$ cat config.mk
export PLATFORM = sky130hd
export DESIGN_NAME = pong_game_ctrl
export DESIGN_NICKNAME = d
export VERILOG_FILES = /design/src/rtl/pong_game_ctrl.sv
export SDC_FILE = /design/constraint.sdc
export NUM_CORES = 1
export LEC_CHECK = 0
export BUFFER_PORTS_ARGS = -buffer_cell sky130_fd_sc_hd__buf_2
export CORE_MARGIN = 2
export CORE_UTILIZATION = 45
export CTS_CLUSTER_DIAMETER = 50
export DETAILED_ROUTE_END_ITERATION = 12
export PLACE_DENSITY_LB_ADDON = 0.12
export SYNTH_ARGS = -nofsm -noshare
export SYNTH_HDL_FRONTEND = slang
export SYNTH_SLANG_ARGS = --single-unit
$ cat constraint.sdc
create_clock -name clk -period 4.45 [get_ports clk]
set_input_delay 0.89 -clock clk [delete_from_list [all_inputs] [get_ports clk]]
set_output_delay 0.89 -clock clk [all_outputs]
set_load 0.01 [all_outputs]
$ cat src/rtl/pong_game_ctrl.sv
// ---------------------------------------------------------------------------
// pong_game_ctrl
//
// Game sequencer for Pong. It runs the START/SERVE/PLAY/DONE state machine,
// moves the ball once per video frame, bounces the ball off the top and
// bottom borders and off both paddles, detects misses, keeps both scores and
// declares the winner. The outputs feed the pixel generator directly.
//
// Ports
//   clk          in   system clock
//   rst          in   synchronous, active-high reset
//   frame_tick   in   one-cycle pulse per frame (vertical blank)
//   enter        in   one-cycle debounced button pulse
//   posX1/posX2  in   [9:0] paddle left-edge bases (paddle h = posX+8..posX+18)
//   posY1/posY2  in   [8:0] paddle top bases       (paddle v = posY+8..posY+48)
//   ballX/ballY  out  [9:0] registered ball position (ball spans X..X+8)
//   score1/2     out  [1:0] registered scores
//   state        out  [1:0] START=00, SERVE=01, PLAY=10, DONE=11
//
// Build option
//   PONG_SPEEDUP_EN : when defined, every paddle hit raises the ball speed
//                     by 1 (saturating at 2*STEP); a miss, START or rst
//                     return it to STEP. When undefined the speed is the
//                     constant STEP and no speed register exists.
// ---------------------------------------------------------------------------
module pong_game_ctrl #(
  parameter int CENTER_X  = 316,
  parameter int CENTER_Y  = 236,
  parameter int STEP      = 2,
  parameter int WIN_SCORE = 3
) (
  input  logic       clk,
  input  logic       rst,
  input  logic       frame_tick,
  input  logic       enter,
  input  logic [9:0] posX1,
  input  logic [9:0] posX2,
  input  logic [8:0] posY1,
  input  logic [8:0] posY2,
  output logic [9:0] ballX,
  output logic [9:0] ballY,
  output logic [1:0] score1,
  output logic [1:0] score2,
  output logic [1:0] state
);

  typedef enum logic [1:0] {
    START = 2'b00,
    SERVE = 2'b01,
    PLAY  = 2'b10,
    DONE  = 2'b11
  } state_e;

  localparam logic [9:0] CX   = 10'(CENTER_X);
  localparam logic [9:0] CY   = 10'(CENTER_Y);
  localparam logic [9:0] SPD0 = 10'(STEP);
  localparam logic [1:0] WIN  = 2'(WIN_SCORE);

  state_e     state_q, state_d;
  logic [9:0] ballX_q, ballX_d;
  logic [9:0] ballY_q, ballY_d;
  logic       dirX_q, dirX_d;   // 1 = moving right (toward player 2)
  logic       dirY_q, dirY_d;   // 1 = moving down
  logic [1:0] score1_q, score1_d;
  logic [1:0] score2_q, score2_d;
  logic [9:0] speed;

`ifdef PONG_SPEEDUP_EN
  localparam logic [9:0] SPD_MAX = 10'(2 * STEP);
  logic [9:0] speed_q, speed_d;
  assign speed = speed_q;
`else
  assign speed = SPD0;
`endif

  // All geometry is compared in 11 bits so that +offsets never wrap.
  logic [10:0] bx, by, px1, px2, py1, py2, spd11;
  assign bx    = {1'b0, ballX_q};
  assign by    = {1'b0, ballY_q};
  assign px1   = {1'b0, posX1};
  assign px2   = {1'b0, posX2};
  assign py1   = {2'b00, posY1};
  assign py2   = {2'b00, posY2};
  assign spd11 = {1'b0, speed};

  // A paddle only counts when the ball is travelling toward it, which also
  // resolves the case where both paddle overlaps are true at once.
  logic hit1, hit2, hit, missL, missR, bounceTop, bounceBot;
  assign hit1 = !dirX_q && (bx <= px1 + 11'd18) && (bx + 11'd8 >= px1 + 11'd8) &&
                (by + 11'd8 >= py1 + 11'd8) && (by <= py1 + 11'd48);
  assign hit2 =  dirX_q && (bx <= px2 + 11'd18) && (bx + 11'd8 >= px2 + 11'd8) &&
                (by + 11'd8 >= py2 + 11'd8) && (by <= py2 + 11'd48);
  assign hit  = hit1 || hit2;
  assign missL = !hit && !dirX_q && (bx < spd11);
  assign missR = !hit &&  dirX_q && (bx + 11'd8 + spd11 > 11'd639);
  assign bounceTop = !dirY_q && (by <= 11'd8);
  assign bounceBot =  dirY_q && (by + 11'd8 >= 11'd471);

  // State register and all datapath registers.
  always_ff @(posedge clk) begin
    if (rst) begin
      state_q  <= START;
      ballX_q  <= CX;
      ballY_q  <= CY;
      dirX_q   <= 1'b1;
      dirY_q   <= 1'b1;
      score1_q <= 2'd0;
      score2_q <= 2'd0;
`ifdef PONG_SPEEDUP_EN
      speed_q  <= SPD0;
`endif
    end else begin
      state_q  <= state_d;
      ballX_q  <= ballX_d;
      ballY_q  <= ballY_d;
      dirX_q   <= dirX_d;
      dirY_q   <= dirY_d;
      score1_q <= score1_d;
      score2_q <= score2_d;
`ifdef PONG_SPEEDUP_EN
      speed_q  <= speed_d;
`endif
    end
  end

  // Next-state and datapath update. A miss takes priority over any border
  // bounce; otherwise bounces update the directions and the move on the
  // same tick already uses the new directions.
  always_comb begin
    state_d  = state_q;
    ballX_d  = ballX_q;
    ballY_d  = ballY_q;
    dirX_d   = dirX_q;
    dirY_d   = dirY_q;
    score1_d = score1_q;
    score2_d = score2_q;
`ifdef PONG_SPEEDUP_EN
    speed_d  = speed_q;
`endif
    case (state_q)
      START: begin
        score1_d = 2'd0;
        score2_d = 2'd0;
        ballX_d  = CX;
        ballY_d  = CY;
`ifdef PONG_SPEEDUP_EN
        speed_d  = SPD0;
`endif
        if (enter) state_d = SERVE;
      end
      SERVE: begin
        ballX_d = CX;
        ballY_d = CY;
        if (enter) state_d = PLAY;
      end
      PLAY: begin
        if (frame_tick) begin
          if (missL || missR) begin
            ballX_d = CX;
            ballY_d = CY;
            dirX_d  = missR;
`ifdef PONG_SPEEDUP_EN
            speed_d = SPD0;
`endif
            if (missL) begin
              score2_d = score2_q + 2'd1;
              state_d  = (score2_q + 2'd1 == WIN) ? DONE : SERVE;
            end else begin
              score1_d = score1_q + 2'd1;
              state_d  = (score1_q + 2'd1 == WIN) ? DONE : SERVE;
            end
          end else begin
            if (bounceTop) dirY_d = 1'b1;
            if (bounceBot) dirY_d = 1'b0;
            if (hit1)      dirX_d = 1'b1;
            if (hit2)      dirX_d = 1'b0;
`ifdef PONG_SPEEDUP_EN
            if (hit) speed_d = (speed_q >= SPD_MAX) ? SPD_MAX : speed_q + 10'd1;
`endif
            ballX_d = dirX_d ? ballX_q + speed : ballX_q - speed;
            ballY_d = dirY_d ? ballY_q + speed : ballY_q - speed;
          end
        end
      end
      DONE: begin
        // Leaving DONE clears the board on the same edge so START shows 0-0.
        if (enter) begin
          state_d  = START;
          score1_d = 2'd0;
          score2_d = 2'd0;
          ballX_d  = CX;
          ballY_d  = CY;
`ifdef PONG_SPEEDUP_EN
          speed_d  = SPD0;
`endif
        end
      end
      default: state_d = START;
    endcase
  end

  // Outputs come straight from registers.
  always_comb begin
    state  = state_q;
    ballX  = ballX_q;
    ballY  = ballY_q;
    score1 = score1_q;
    score2 = score2_q;
  end

endmodule
=== Word level (Yosys, flattened, before mapping) ===
Cells that the tools add are included.

* Multiplexer cells: 38
* $add $sub $neg: 17
* $lt $le $gt $ge: 12
* Bitwise logic cells: 1
* Reductions and logical operators: 28
* Equal/unequal tests: 12

{| class="wikitable"
|+ Operators by type and width
! cell !! count
|-
| $mux W10 || 8
|-
| $pmux W10 S3 || 2
|-
| $add A10 B4 Y11 const B || 4
|-
| $mux W2 || 14
|-
| $add A10 B5 Y11 const B || 2
|-
| $ge A11 B10 Y1 || 2
|-
| $ge A11 B11 Y1 || 2
|-
| $le A10 B11 Y1 || 2
|-
| $add A10 B2 Y10 const B || 2
|-
| $add A9 B4 Y10 const B || 2
|-
| $add A9 B6 Y10 const B || 2
|-
| $le A10 B10 Y1 || 2
|-
| $sub A10 B2 Y10 const B || 2
|-
| $reduce_and A5 Y1 || 3
|-
| $logic_and A1 B1 Y1 || 14
|-
| $ne A2 B2 Y1 const B || 7
|-
| $pmux W2 S3 || 2
|-
| $add A11 B2 Y11 const B || 1
|-
| $ge A11 B9 Y1 const B || 1
|-
| $gt A11 B10 Y1 const B || 1
|-
| $mux W1 || 11
|-
| $le A10 B4 Y1 const B || 1
|-
| $lt A10 B2 Y1 const B || 1
|-
| $eq A2 B2 Y1 const B || 4
|-
| 11 further kinds || 16
|}

* Input bits: 42
* Output and inout bits: 26
* Bits in registers: 28

=== Longest topological paths before layout ===
Gate-level depths: netlist of run 1.

* Depth in word-level cells: 18
* Depth in mapped cells: 17
* Mapped depth without buffers: 15

=== Least setup slack after synthesis of run 1 ===
Ideal clock, no wire load.

* Path kind: input -> register
* Start point: input port posX1[1]
* End point: register ballY_q[3], in the netlist ballY[3]
* Slack: 0.465 ns
* Arrival time: 3.852 ns
* Buffers on the path: 2
* Cell stages on the path: 15
* Path through: ha_1 a21oi_1 nor2_1 xnor2_1 ha_1 nand4_1 or4_1 and3_1 a311o_1 or3_1 buf_2 o211a_2 o22ai_2 buf_4 o211ai_1

* Longest elaborated chain between the ends: 14

{| class="wikitable"
|+ Ends and longest elaborated chain
! what !! RTL line !! RTL
|-
| start: declaration || 36 || <nowiki>input logic [9:0] posX1,</nowiki>
|-
| $add A10 B5 Y11 || 89 || <nowiki>assign hit1 = !dirX_q && (bx <= px1 + 11'd18) && (bx + 11'd8 >= px1 + 11'd8) &&</nowiki>
|-
| $le A10 B11 Y1 || 89 ||
|-
| $logic_and A1 B1 Y1 || 89 ||
|-
| $logic_and A1 B1 Y1 (*) (2 in a row) || 89 ||
|-
| $logic_and A1 B1 Y1 (*) || 90 || <nowiki>(by + 11'd8 >= py1 + 11'd8) && (by <= py1 + 11'd48);</nowiki>
|-
| $logic_or A1 B1 Y1 (*) || 93 || <nowiki>assign hit = hit1 || hit2;</nowiki>
|-
| $logic_not A1 Y1 (*) || 94, 95 ||
|-
| $logic_and A1 B1 Y1, on equally long branches (2 in a row) || 94, 95 ||
|-
| $logic_or A1 B1 Y1 (*) || 158 || <nowiki>if (missL || missR) begin</nowiki>
|-
| $mux W10 (*) || 158 ||
|-
| $mux W10 (*) || 157 || <nowiki>if (frame_tick) begin</nowiki>
|-
| $pmux W10 S3 (*) || 140 || <nowiki>case (state_q)</nowiki>
|-
| end signal: assignment || 115 || <nowiki>ballY_q <= ballY_d;</nowiki>
|-
| end: declaration || 61 || <nowiki>logic [9:0] ballY_q, ballY_d;</nowiki>
|}

Every way passes the cells marked *; elsewhere a longest branch is shown, timed or not. The select of a mux whose other input is x is not followed.
A chain may end at the register's enable or synchronous reset.

=== Worst setup path in the final report of run 1 ===
* Start point: input port posX1[4]
* End point: register ballX_q[4], in the netlist ballX[4]

* Longest elaborated chain between the ends: 15

{| class="wikitable"
|+ Ends and longest elaborated chain
! what !! RTL line !! RTL
|-
| $add A10 B5 Y11 || 89 ||
|-
| $le A10 B11 Y1 || 89 ||
|-
| $logic_and A1 B1 Y1 || 89 ||
|-
| $logic_and A1 B1 Y1 (*) (2 in a row) || 89 ||
|-
| $logic_and A1 B1 Y1 (*) || 90 ||
|-
| $mux W1 || 175 || <nowiki>if (hit1) dirX_d = 1'b1;</nowiki>
|-
| $mux W1 || 176 || <nowiki>if (hit2) dirX_d = 1'b0;</nowiki>
|-
| $mux W1 || 158 ||
|-
| $mux W1 || 157 ||
|-
| $mux W1 || 140 ||
|-
| $mux W10 || 180 || <nowiki>ballX_d = dirX_d ? ballX_q + speed : ballX_q - speed;</nowiki>
|-
| $mux W10 (*) || 158 ||
|-
| $mux W10 (*) || 157 ||
|-
| $pmux W10 S3 (*) || 140 ||
|-
| end signal: assignment || 114 || <nowiki>ballX_q <= ballX_d;</nowiki>
|-
| end: declaration || 60 || <nowiki>logic [9:0] ballX_q, ballX_d;</nowiki>
|}

Marks and branches as above.

==> qor.yml, run 1 <==
synth.most_common_cell: "ha_1"
antenna_found_initial: 0
cp_data_arrival_time_ps: 4330
fmax_mhz: 244.1
synthTopCellsByArea: "ha_1, dfxtp_1, xor2_1"
ctsLongestPathBuffers: 2
worstMarginPinSlew_ps: 669.5
p_leak_uw: 0.002493
drc: 0
cts_resized: 0
timing.hold.ws_ps: 568.0
rsz0062_at_grt: "false"
wl_per_cell_um: 16.01
crit_chain: "buf_2 -> inv_1 -> ha_1 -> a21oi_1 -> nor2_1 -> xnor2_1 -> ha_1 -> nand4_1 -> or4_1 -> and3_1 -> a311o_1 -> o31a_1 -> or4_4 -> a21o_1 -> nand3_1"
ios: 68
via_per_inst: 5.702
fp.dieW_um: 105.9
h-tree-depth: 1
critPathKind: "in -> reg"
relSlewSlack: 0.5531
gr-total-overflow: 0
synth-edff-count: 0
end_kind: "register"
yosys.area.top_type: "ha_1"
cts_tree: "done"
cp_common_cell: "ha_1"
synth.distinct_cells: 71
max-cap-violations: 0
peakVddDrop_uv: 264.6
dieArea_um2: 11220
startpoint_type: "input port"
clkSinkCount: 26
ff2ff_setup_slack_ps: 480
seq_area_frac_synth: 0.1113
cts-root-buf: "clkbuf_8"
hold_viol: 0
synthToLayoutAreaGrowth_pct: 13.46
die_h_um: 105.9
drt_iter0_drc: 214
ys_warn_count: 0
grt_usage: 0.2340
avgSynthCellArea_um2: 7.767
io_buffers: 65
finalMaxSlewViolations: 0
routed_wl_mm: 12.95
finClkSkew_ps: 6.567
core-area_um2: 10180
num_rows: 37
yosysTopAreaCellShare: 0.2703
holdBufCountCts: 0
clock_latency_ps: 280
firstDrtPassIters: 4
power_density_nw_per_um2: 276.4
cp_max_fo: 10
synthFlopType: "dfxtp_1"
async_reset_ff_frac: 0
postCtsSetupBuffers: 0
antenna_left: 0
cpMaxStageDelayCell: "or4_1"
grt_pass1_vias: 4499
clkSlewWorstSetupHoldPaths_ps: 100
gp_congestion: 0.9090
finalCriticalPeriod_ps: 4097
grt_max_degree: 25
place_hpwl_mm: 10.42
syn_inst: 602
hp-class: "reg -> reg"
final_nets: 818
diodes: 0
required_ps: 4680
slowest_delay_ps: 510
grt_pass1_wl_mm: 21.54
drive_gt1_frac: 0.1486
synth_area_um2: 4676
ys_seq_elements: 26
setup_tns_ps: 0
start_util: 0.4591
cts-buffers-inserted: 3
setup_viol: 0
status: "complete, no violations"
synth_commonest_cells: "ha_1, inv_1, nand2_1"
vias: 4613
fin_crit_sh: 0.9208
## critical path, delay by kind of cell
kind                       cells  cell delay (ps)
xor gates and xnor gates       1              140
adders and majority gates      2              470
buffers and inverters          2              220
and+or+nand+nor                6             1510
AOI/OAI and AO/OA              4             1100
## kinds of logic (layout without fill, tap and decap cells)
kind of cell,Yosys count,count (layout),share of synthesized area
compound gates,140,140,0.2039
xor+xnor,59,59,0.1105
fa+ha+maj,102,102,0.2746
buf+inv,62,132,0.05405
flops,26,26,0.1113
mux,2,2,0.005351
other cells,1,2,0.0008020
simple gates,210,210,0.2395
## sequential cells by signal (all words and copies together) (netlist names)
| signal | cells |
|---|---|
| score1 | 2 |
| ballX | 9 |
| ballY | 9 |
| dirX_q | 1 |
| dirY_q | 1 |
| state | 2 |
| score2 | 2 |
## placed cells by master, fill, tap and decap left out, types with 8 or more instances in the layout
master    instances
nand2b_1          8
or3_1             8
xor2_1           31
xnor2_1          28
o211ai_1         12
inv_1            43
nand2_1          41
a21o_1           10
dfxtp_1          26
nand3_1          35
ha_1            101
and3_1           18
nor3_1           13
o21ai_0          38
nand4_1          13
a21oi_1          24
buf_2            65
buf_4            20
nor2_1           37
## area by class of cell
type	count	area (µm²)
tap	136	170.2
timing repair buffer	85	475.5
inverter	43	161.4
clock inverter	1	30.03
fill	1046	4880
multi-input combinational	515	3906
clock buffer	3	41.29
sequential	26	520.5
## through the flow
| step | std cells | instance area, µm² | total power [µW] | setup WS (ps) | util |
|---|---|---|---|---|---|
| floorplan | 603 | 4679 | 984.4 | 465.3 | - |
| detailed placement | 805 | 5234 | 1259 | 80.17 | 0.5139 |
| CTS | 809 | 5305 | 1470 | 369.0 | 0.5209 |
| finish | 809 | 5305 | 1466 | 352.6 | 0.5209 |
| global placement | 805 | 5234 | 1237 | 102.4 | 0.5139 |
| global route | 809 | 5305 | 1618 | 105.6 | 0.5209 |
## layer usage
layer | track usage | up-vias | part of all wire
li1 | - | 2358 | -
met1 | 0.3004 | 2121 | 0.46
met2 | 0.4175 | 111 | 0.48
met3 | 0.02882 | 23 | 0.040
met4 | 0.05357 | 0 | 0.021
met5 | 0 | - | 0
## power by group
| part | internal [µW] | switching [µW] | total [µW] |
|---|---|---|---|
| logic | 409 | 563 | 972 |
| clock network | 121 | 83.1 | 204 |
| registers | 257 | 33.4 | 291 |
| total | 787 | 679 | 1470 |
## path summary, 6_finish.rpt
path              from   endpoint  cells past startpoint
max reg2reg   ballY[3]   ballY[9]                     15
min reg2reg  score2[1]  score2[1]                      2
max           posX1[4]   ballX[4]                     15
min          score2[1]  score2[1]                      2
Note: power is estimated with default switching activity, not from simulation.
==> run 2, diff against run 1 <==
PLACE_DENSITY = 0.66   (was not set)
PLACE_DENSITY_LB_ADDON = not set   (was 0.12)
==> qor.yml, run 2 (same netlist as run 1, synthesis figures left out) <==
instances_no_fill: 804
relSlewSlack: 0.5833
via_per_inst: 5.762
grt_pass1_wl_mm: 21.60
dieArea_um2: 11220
p_seq_frac: 0.205
cp_max_fo: 11
final_common_cell: "ha_1"
final_nets: 813
dpl_cell_area_um2: 5196
io_buffers: 65
clkSinkCount: 26
antenna_left: 0
core-area_um2: 10180
hold_viol: 0
postCtsSetupBuffers: 0
diodes: 0
drc: 0
ios: 68
start_util: 0.4591
final_area_um2: 5269
synthToLayoutAreaGrowth_pct: 12.68
grt_pass1_vias: 4552
gr-total-overflow: 0
cts-buffers-inserted: 3
cpMaxStageDelayCell: "or4_1"
num_rows: 37
gp_congestion: 0.8989
cts_resized: 0
fmax_mhz: 241.3
drive_gt1_frac: 0.1422
placed_cells: 800
critPathKind: "in -> reg"
fillers: 1022
antenna_found_initial: 0
cp_data_arrival_time_ps: 4290
peakVddDrop_uv: 238.0
required_ps: 4600
grt_max_degree: 25
setup_viol: 0
pwr-share-clk: 0.135
max-cap-violations: 0
holdBufCountCts: 0
vias: 4633
finClkSkew_ps: 1.089
layout_common_cells: "ha_1, buf_2, inv_1, nand2_1, o21ai_0"
finalMaxSlewViolations: 0
crit_chain: "buf_2 -> inv_1 -> ha_1 -> a21oi_1 -> nor2_1 -> xnor2_1 -> ha_1 -> nand4_1 -> or4_1 -> and3_1 -> a311o_1 -> or3_1 -> o211a_2 -> o22ai_2 -> buf_4 -> o211ai_1"
cp_common_cell: "ha_1"
worstMarginPinSlew_ps: 624.3
slowest_delay_ps: 500
routed_wl_mm: 12.70
h-tree-depth: 1
p_comb_frac: 0.661
p_leak_uw: 0.002468
grt_usage: 0.2320
clkSlewWorstSetupHoldPaths_ps: 90
status: "complete, no violations"
netSwitchingFraction: 0.4620
finalCriticalPeriod_ps: 4144
place_hpwl_mm: 10.29
end_kind: "register"
cts_tree: "done"
fp.dieW_um: 105.9
hp-class: "reg -> reg"
p_sw_uw: 675.0
die_h_um: 105.9
wl_per_cell_um: 15.80
power_density_nw_per_um2: 277.3
setup_tns_ps: 0
drt_iter0_drc: 241
p_int_uw: 785.9
clock_latency_ps: 270
cts-root-buf: "clkbuf_8"
ctsLongestPathBuffers: 2
firstDrtPassIters: 5
startpoint_type: "input port"
ff2ff_setup_slack_ps: 490
fin_crit_sh: 0.9313
rsz0062_at_grt: "false"
==> run 2: cell type report <==
| class | instances | area [µm²] | share of cell area |
|---|---|---|---|
| multi-input cells | 515 | 3908 | 0.7416 |
| clock buffers | 3 | 41.29 | 0.007837 |
| well taps | 136 | 170.2 | 0.03230 |
| clock inverters | 1 | 30.03 | 0.005699 |
| repair buffers | 80 | 437.9 | 0.08312 |
| flip-flops and latches | 26 | 520.5 | 0.09879 |
| inverters | 43 | 161.4 | 0.03063 |
==> run 2: power groups by stage <==
stage,Combinational (µW),Sequential [µW],Clock [µW]
4_1_cts,960,301,201
6_report,965,299,197
3_5_place_dp,955,306,0
3_3_place_gp,921,303,0
2_1_floorplan,672,313,0
5_1_grt,1100,304,209
==> run 2: path summary, 6_finish.rpt <==
| check | from | end | depth (start not counted) |
|---|---|---|---|
| worst max-delay path | posX1[4] | ballY[3] | 16 |
| worst min register to register | dirY_q | dirY_q | 2 |
| worst min-delay path | dirY_q | dirY_q | 2 |
| worst max register to register | ballY[3] | ballY[9] | 15 |
==> run 2: metal layers <==
layer | vias to the layer above | track usage | routed length [µm]
met2 | 128 | 0.4341 | 6379
met3 | 14 | 0.02452 | 591
met1 | 2150 | 0.2918 | 5616
li1 | 2341 | - | -
met4 | 0 | 0.03383 | 114
met5 | - | 0 | 0
==> run 2: critical path: cells and delay by family <==
family	cells	cell delay, ps
AO/OA/AOI/OAI	5	1000
XOR/XNOR	1	140
adder cells (fa/ha/maj)	2	470
buffers and inverters	3	440
AND/OR/NAND/NOR	5	1340
==> run 2: stage by stage <==
stage / setup slack [ps] / util / power, µW / hold slack, ps
floorplan: 465.3 / - / 984.4 / 495.0
global placement: 94.33 / 0.5102 / 1224 / 546.3
detailed placement: 29.90 / 0.5102 / 1261 / 552.8
CTS: 337.0 / 0.5172 / 1461 / 575.1
global route: 64.62 / 0.5173 / 1615 / 629.4
finish: 305.6 / 0.5173 / 1461 / 565.8
==> run 3, diff against run 2 <==
CELL_PAD_IN_SITES_DETAIL_PLACEMENT = 0   (was not set)
CELL_PAD_IN_SITES_GLOBAL_PLACEMENT = 1   (was not set)
CORE_UTILIZATION = 44   (was 45)
GPL_TIMING_DRIVEN = 0   (was not set)
PLACE_DENSITY = 0.84   (was 0.66)
==> qor.yml, run 3 (same netlist as run 1, synthesis figures left out) <==
grt_max_degree: 16
cts_tree: "done"
r2r_cells: 16
drive_gt1_frac: 0.1330
start_util: 0.4529
clock_latency_ps: 280
core-area_um2: 10320
fillers: 1018
finalCriticalPeriod_ps: 4242
pwr-share-clk: 0.140
via_per_inst: 5.814
p_seq_frac: 0.222
holdCritStartpoint: "score1[1]"
synthToLayoutAreaGrowth_pct: 12.26
p_int_uw: 771.6
max-cap-violations: 0
diodes: 0
r2r-start: "ballX[5]"
finalMaxSlewViolations: 0
cp_max_fo: 10
crit_chain: "buf_2 -> inv_1 -> ha_1 -> a21oi_2 -> nor2_1 -> xnor2_1 -> ha_1 -> nand4_1 -> or4_1 -> and3_1 -> a311o_1 -> or3_1 -> buf_2 -> o211a_2 -> o22ai_2 -> buf_4 -> o211ai_1"
placed_cells: 801
netSwitchingFraction: 0.4664
holdBufCountCts: 0
final_nets: 814
finClkSkew_ps: 2.537
drc: 0
firstDrtPassIters: 7
multiInputGateArea_um2: 3919
power_density_nw_per_um2: 275.5
hold_viol: 0
layout_common_cells: "ha_1, buf_2, inv_1, nand2_1, o21ai_0"
h-tree-depth: 1
cts-root-buf: "clkbuf_8"
num_rows: 37
gr-total-overflow: 0
dpl_cell_area_um2: 5160
timing.hold.ws_ps: 541.5
fin_crit_sh: 0.9534
holdPathStages: 2
cts-buffers-inserted: 3
critPathKind: "in -> reg"
grt_pass1_wl_mm: 20.83
p_leak_uw: 0.002424
seq_area_um2: 525.5
io_buffers: 62
wl_per_cell_um: 15.90
status: "complete, no violations"
cp_data_arrival_time_ps: 4390
instances_no_fill: 805
routed_wl_mm: 12.80
clkSlewWorstSetupHoldPaths_ps: 100
end_kind: "register"
final_common_cell: "ha_1"
antenna_left: 0
gp_congestion: 0.9226
clkSinkCount: 26
peakVddDrop_uv: 294.5
cpMaxStageDelayCell: "or4_1"
vias: 4680
regToRegEndpoint: "ballY[3]"
finalPower_uw: 1446
hp-class: "reg -> reg"
ctsLongestPathBuffers: 2
p_comb_frac: 0.639
antenna_found_initial: 0
worstMarginPinSlew_ps: 598.0
hold_end: "score1[1]"
fp.dieW_um: 107.1
place_hpwl_mm: 10.34
dieArea_um2: 11470
grt_usage: 0.2213
drt_iter0_drc: 214
startpoint_type: "input port"
slowest_delay_ps: 510
fmax_mhz: 235.7
ff2ff_setup_slack_ps: 260
setup_viol: 0
ios: 68
relSlewSlack: 0.6014
final_area_um2: 5249
required_ps: 4600
rsz0062_at_grt: "false"
die_h_um: 107.1
p_sw_uw: 674.5
grt_pass1_vias: 4453
-- run 3: routing by layer --
metal / wire [µm] / vias to the layer above / GRT usage
li1: - / 2359 / -
met1: 5839 / 2181 / 0.2870
met2: 6179 / 123 / 0.3992
met3: 592 / 17 / 0.02371
met4: 190 / 0 / 0.03525
met5: 0 / - / 0
-- run 3: worst max-delay path by stage --
| stage | from | to | cells after the start |
|---|---|---|---|
| floorplan | posX1[1] | ballY[3] | 15 |
| global route | ballX[5] | ballY[7] | 16 |
| detailed placement | posX1[4] | ballY[3] | 17 |
| global placement | posX1[4] | ballY[3] | 17 |
| CTS | ballY[4] | ballY[9] | 15 |
| finish | posX1[4] | ballY[3] | 17 |
-- run 3: timing repair --
item                                    CTS  global route
endpoints found under the setup margin    0            20
buffers inserted                          0             0
gates resized for setup                   0             8
-- run 3: cell type report --
| cell class | count | share of cell area |
|---|---|---|
| plain buffers | 19 | 0.01740 |
| well taps | 136 | 0.03242 |
| multi-input cells | 515 | 0.7466 |
| clock inverters | 1 | 0.005721 |
| clock buffers | 3 | 0.007867 |
| repair buffers | 62 | 0.05912 |
| flip-flops and latches | 26 | 0.1001 |
| inverters | 43 | 0.03075 |
-- run 3: through the flow --
step	setup WS, ps	utilization	TNS (ps)
finish	207.5	0.5084	0
CTS	63.66	0.5067	0
global placement	-55.89	0.4998	-342.2
floorplan	465.3	-	0
detailed placement	-77.22	0.4998	-574.7
global route	11.70	0.5084	0
-- run 3: worst max-delay path: cells and delay by family --
kind                       cells  cell delay [ps]
xor gates and xnor gates       1              130
buffers and inverters          4              660
adders and majority gates      2              490
and+or+nand+nor                5             1260
AOI/OAI and AO/OA              5              960
-- run 3: power by group through the flow --
stage	logic (µW)	registers, µW	clock network, µW
3_5_place_dp	911	326	0
5_1_grt	1060	328	212
4_1_cts	916	321	206
3_3_place_gp	878	324	0
6_report	924	321	202
2_1_floorplan	672	313	0
